[config.mk]
export PLATFORM = sky130hd
export DESIGN_NAME = switch_display_scheduler
export DESIGN_NICKNAME = d
export VERILOG_FILES = /design/src/rtl/switch_display_scheduler.sv
export SDC_FILE = /design/constraint.sdc
export NUM_CORES = 1
export LEC_CHECK = 0
export BUFFER_PORTS_ARGS = -buffer_cell sky130_fd_sc_hd__buf_2
export CORE_MARGIN = 2
export CORE_UTILIZATION = 57
export CTS_BUF_LIST = sky130_fd_sc_hd__clkbuf_4 sky130_fd_sc_hd__clkbuf_8
export DETAILED_ROUTE_END_ITERATION = 12
export GPL_TIMING_DRIVEN = 0
export PLACE_DENSITY_LB_ADDON = 0.05
export RECOVER_POWER = 25
export SYNTH_ARGS = -nofsm -noshare
export SYNTH_HDL_FRONTEND = slang
export SYNTH_SLANG_ARGS = --single-unit
export TNS_END_PERCENT = 5
[constraint.sdc]
create_clock -name CLOCK_50_I -period 12.26 [get_ports CLOCK_50_I]
set_input_delay 0.613 -clock CLOCK_50_I [delete_from_list [all_inputs] [get_ports CLOCK_50_I]]
set_output_delay 0.613 -clock CLOCK_50_I [all_outputs]
set_load 0.02 [all_outputs]
[src/rtl/switch_display_scheduler.sv]
// switch_display_scheduler: round-robin time-share of the 7-seg display among raised switches.
// Define SCHED_BLANK_GAP_EN to insert a blank GAP_CYCLES interval between grants.
module switch_display_scheduler #(
    parameter int NUM_REQ      = 10,
    parameter int DWELL_CYCLES = 50_000_000,
    parameter int GAP_CYCLES   = 5_000_000
) (
    input  logic               CLOCK_50_I,
    input  logic               RESETN_I,
    input  logic [NUM_REQ-1:0] REQ_I,
    input  logic               HOLD_I,
    output logic [3:0]         VALUE_O,
    output logic [NUM_REQ-1:0] GRANT_O,
    output logic               ACTIVE_O,
    output logic               ADVANCE_O
);
    localparam int CW = $clog2(DWELL_CYCLES);
    localparam logic [CW-1:0] CNT_MAX = CW'(DWELL_CYCLES - 1);
    localparam logic [1:0] S_IDLE = 2'd0;
    localparam logic [1:0] S_SHOW = 2'd1;
`ifdef SCHED_BLANK_GAP_EN
    localparam logic [1:0] S_GAP = 2'd2;
    localparam int GW = (GAP_CYCLES > 2) ? $clog2(GAP_CYCLES) : 1;
    localparam logic [GW-1:0] GAP_MAX = GW'(GAP_CYCLES - 1);
    logic [GW-1:0] gcnt, gcnt_d;
`endif

    if (NUM_REQ < 2 || NUM_REQ > 15 || DWELL_CYCLES < 2 || GAP_CYCLES < 1) begin : g_param_check
        $error("switch_display_scheduler: illegal parameter value");
    end

    logic [NUM_REQ-1:0] req_m, req_s;
    logic [1:0]         state, state_d;
    logic [3:0]         ptr, ptr_d, win, value_d;
    logic [CW-1:0]      cnt, cnt_d;
    logic [NUM_REQ-1:0] grant_d;
    logic               active_d, adv_d, found, take, blank, rearb, owner_drop;

    // Scan downward so the last hit, i.e. the one closest after ptr, wins.
    always_comb begin
        int j;
        j = 0;
        win = '0;
        found = 1'b0;
        for (int i = NUM_REQ; i >= 1; i--) begin
            j = int'(ptr) + i;
            j = (j >= NUM_REQ) ? j - NUM_REQ : j;
            if ((req_s & (NUM_REQ'(1) << j)) != '0) begin
                win = 4'(j);
                found = 1'b1;
            end
        end
    end

    // Owner drop overrides HOLD_I and takes priority over dwell expiry.
    assign owner_drop = (req_s & GRANT_O) == '0;
    assign rearb      = owner_drop || (!HOLD_I && cnt == CNT_MAX);

    always_comb begin
        state_d  = state;
        ptr_d    = ptr;
        cnt_d    = cnt;
        value_d  = VALUE_O;
        grant_d  = GRANT_O;
        active_d = ACTIVE_O;
        adv_d    = 1'b0;
        take     = 1'b0;
        blank    = 1'b0;
`ifdef SCHED_BLANK_GAP_EN
        gcnt_d   = gcnt;
`endif
        case (state)
            S_IDLE: take = found;
            S_SHOW: begin
                if (rearb) begin
`ifdef SCHED_BLANK_GAP_EN
                    state_d = S_GAP;
                    gcnt_d  = '0;
                    cnt_d   = '0;
                    blank   = 1'b1;
`else
                    state_d = S_IDLE;
                    take    = found;
                    blank   = !found;
`endif
                end else begin
                    cnt_d = HOLD_I ? cnt : cnt + 1'b1;
                end
            end
`ifdef SCHED_BLANK_GAP_EN
            S_GAP: begin
                gcnt_d = gcnt + 1'b1;
                if (gcnt == GAP_MAX) begin
                    state_d = S_IDLE;
                    take    = found;
                end
            end
`endif
            default: begin
                state_d = S_IDLE;
                blank   = 1'b1;
            end
        endcase
        if (take) begin
            state_d  = S_SHOW;
            ptr_d    = win;
            value_d  = win;
            grant_d  = NUM_REQ'(1) << win;
            active_d = 1'b1;
            adv_d    = 1'b1;
            cnt_d    = '0;
        end
        if (blank) begin
            value_d  = 4'hF;
            grant_d  = '0;
            active_d = 1'b0;
        end
    end

    always_ff @(posedge CLOCK_50_I or negedge RESETN_I) begin
        if (!RESETN_I) begin
            req_m     <= '0;
            req_s     <= '0;
            state     <= S_IDLE;
            ptr       <= 4'(NUM_REQ - 1);
            cnt       <= '0;
            VALUE_O   <= 4'hF;
            GRANT_O   <= '0;
            ACTIVE_O  <= 1'b0;
            ADVANCE_O <= 1'b0;
`ifdef SCHED_BLANK_GAP_EN
            gcnt      <= '0;
`endif
        end else begin
            req_m     <= REQ_I;
            req_s     <= req_m;
            state     <= state_d;
            ptr       <= ptr_d;
            cnt       <= cnt_d;
            VALUE_O   <= value_d;
            GRANT_O   <= grant_d;
            ACTIVE_O  <= active_d;
            ADVANCE_O <= adv_d;
`ifdef SCHED_BLANK_GAP_EN
            gcnt      <= gcnt_d;
`endif
        end
    end
endmodule

==> impl_metrics.env <==
export IMPL_outcome="finished with violations"
export IMPL_violations="max-capacitance violations, max-slew violations"
export IMPL_synth_edf_count=0
export IMPL_grt_usage=0.382
export IMPL_synthTopCellsByArea="dfrtp_1, ha_1, a21oi_1"
export IMPL_syn_inst=837
export IMPL_drc=0
export IMPL_grt_pass1_wl_um=38300
export IMPL_ys_seq_elements=67
export IMPL_synth_area_sq_um=6710
export IMPL_clockBufferDepth=2
export IMPL_cts_tree="built"
export IMPL_cts_num_sinks=67
export IMPL_dp_cells=1008
export IMPL_dr_wl_met2_um=10800
export IMPL_clkTransAtPathRegs_ns=0.07
export IMPL_fin_crit_ns=6.72
export IMPL_antenna_found_initial=0
export IMPL_final_fill_count=1010
export IMPL_max_stage_delay_ns=0.70
export IMPL_grt_pass1_vias=7122
export IMPL_dpl_hpwl_um=17600
export IMPL_wl_met3_um=2840
export IMPL_ant_nets=0
export IMPL_async_flop_share=1.00
export IMPL_crit_path_end_kind="register"
export IMPL_grt_ovfl_total=0
export IMPL_grt_max_degree=68
export IMPL_crit_family="buffers and inverters"
export IMPL_placed_area_sq_um=7030
export IMPL_port_buffer_count=28
export IMPL_crit_chain="buf_2, buf_4, buf_4, buf_4, inv_1, ha_1, inv_1, clkbuf_1, ha_1, clkbuf_1, a21oi_1, a32oi_1, o41a_1, a221o_1, a21boi_0, nor3b_1, a311oi_1, o211ai_1, o211ai_1, o41ai_1"
export IMPL_path_max_fanout=11
export IMPL_dieHeight_um=113
export IMPL_final_cell_mix="nor2_1, a21oi_1, dfrtp_1, nand2_1, buf_2"
export IMPL_cp_start_kind="register"
export IMPL_avgRoutedWirePerCell_um=23.7
export IMPL_vias_per_cell=7.23
export IMPL_finalInstanceArea_sq_um=7220
export IMPL_m1WireLength_um=9260
export IMPL_synth_top_area_share=0.227
export IMPL_seq_area_frac_synth=0.251
export IMPL_ys_types=95
export IMPL_dieArea_sq_um=12700
export IMPL_clkLatencyLatePin_ns=0.35
export IMPL_final_common_cell="nor2_1"
export IMPL_rows=39
export IMPL_drtPass1Iterations=6
export IMPL_finalSetupViolCount=0
export IMPL_hold_path_class="reg2reg"
export IMPL_cp_required_ns=12.49
export IMPL_drt_iter0_markers=1077
export IMPL_yosysTopAreaCell="dfrtp_1"
export IMPL_avgSynthCellArea_sq_um=8.02
export IMPL_clock_skew_final_ns=0.00648
export IMPL_fin_crit_sh=0.548
export IMPL_top_layer="met4"
export IMPL_crit_slowest_cell="dfstp_2"
export IMPL_drive_gt1_frac=0.143
export IMPL_rsz0062_at_grt="no"
export IMPL_gp_congestion=1.03
export IMPL_setup_tns_ns=0
export IMPL_timing_fmax_mhz=149
export IMPL_cts_setup_buffers=0
export IMPL_cp_common_cell="buf_4"
export IMPL_hold_buffers=0
export IMPL_area_growth_pct=7.47
export IMPL_start_util=0.585
export IMPL_root_buffer="clkbuf_8"
export IMPL_final_nets=916
export IMPL_fp_dieW_um=113
export IMPL_stdcell_count=1024
export IMPL_cts_resized=0
export IMPL_io_pins=29
export IMPL_critPathKind="reg2reg"
export IMPL_coreArea_sq_um=11500
export IMPL_cts_htree_levels=3
export IMPL_drt_wl_total_um=24300
export IMPL_slew_headroom=-1.28
export IMPL_syn_num_nets=877
export IMPL_cp_buffers_inverters=8
export IMPL_slew_viol_final=68
export IMPL_max_slew_worst_pin_slew_ns=3.42
export IMPL_cts_buffers=9
export IMPL_synth_main_ff_cell="dfrtp_1"
export IMPL_ys_warn_count=0
export IMPL_maxCapViolCount=1
export IMPL_arrival_ns=6.95
export IMPL_vias=7401
export IMPL_hold_violations=0
export IMPL_n_antenna_cell=0
metal layers:
metal	up-vias	GRT usage
li1	3245	-
met4	0	0.211
met1	3475	0.509
met3	127	0.0621
met5	-	0
met2	554	0.594
flip-flops by register name (all words and copies together) (netlist names):
register and count:
cnt 26, ADVANCE_O 1, state 1, ACTIVE_O 1, VALUE_O 4, GRANT_O 10
req_m 10, req_s 10, ptr 4
through the flow:
stage	utilization	worst slack, ns	hold WS (ns)
2_1_floorplan	-	7.46	0.317
3_3_place_gp	0.613	5.97	0.334
3_5_place_dp	0.613	5.87	0.336
4_1_cts	0.629	5.77	0.349
5_1_grt	0.629	5.33	0.357
6_report	0.629	5.54	0.347
final cells by class:
type	instances	area, sq um	area share
Multi-Input combinational cell	683	4640	0.643
Sequential cell	67	1680	0.233
Buffer	61	290	0.0402
Tap cell	143	179	0.0248
Clock buffer	14	174	0.0241
Timing Repair Buffer	28	139	0.0192
Inverter	26	97.6	0.0135
Clock inverter	2	10.0	0.00139
worst register-to-register path, stage by stage, from the launching register on:
cell	delay, ns
dfstp_2	0.70
buf_2	0.33
buf_4	0.25
buf_4	0.26
buf_4	0.23
inv_1	0.19
ha_1	0.54
inv_1	0.33
clkbuf_1	0.50
ha_1	0.30
clkbuf_1	0.36
a21oi_1	0.17
a32oi_1	0.21
o41a_1	0.20
a221o_1	0.25
a21boi_0	0.37
nor3b_1	0.22
a311oi_1	0.09
o211ai_1	0.26
o211ai_1	0.38
o41ai_1	0.46
cells by family (layout without fill, tap and decap cells):
| kind of cell | after synthesis | count (layout) | synth area share |
|---|---|---|---|
| and+or+nand+nor | 308 | 308 | 0.241 |
| muxes | 23 | 23 | 0.0393 |
| buffers and inverters | 87 | 131 | 0.0578 |
| adders and majority gates | 27 | 27 | 0.0514 |
| DFF | 67 | 67 | 0.251 |
| xor gates and xnor gates | 40 | 40 | 0.0555 |
| AOI/OAI and AO/OA | 285 | 285 | 0.304 |
cell usage after synthesis (19+ instances only):
cell type	instances
nor2_1	70
a21oi_1	62
dfrtp_1	61
nand2_1	61
o21ai_0	38
nand3_1	28
nor3_1	27
ha_1	26
buf_2	25
clkbuf_1	23
inv_1	22
nor2b_1	20
xnor2_1	19
final timing paths:
kind	startpoint	end	slack, ns	depth (start not counted)
max	ptr[0]	GRANT_O[3]	5.54	20
min	req_m[8]	req_s[8]	0.35	0
max reg2reg	ptr[0]	GRANT_O[3]	5.54	20
min reg2reg	req_m[8]	req_s[8]	0.35	0
max in group asynchronous	RESETN_I	req_s[1]	8.92	1
min in group asynchronous	RESETN_I	cnt[9]	1.41	1
Power is left out: the tool's default activity adds up to more than one toggle a clock period on the data nets, which glitch-free logic cannot reach.
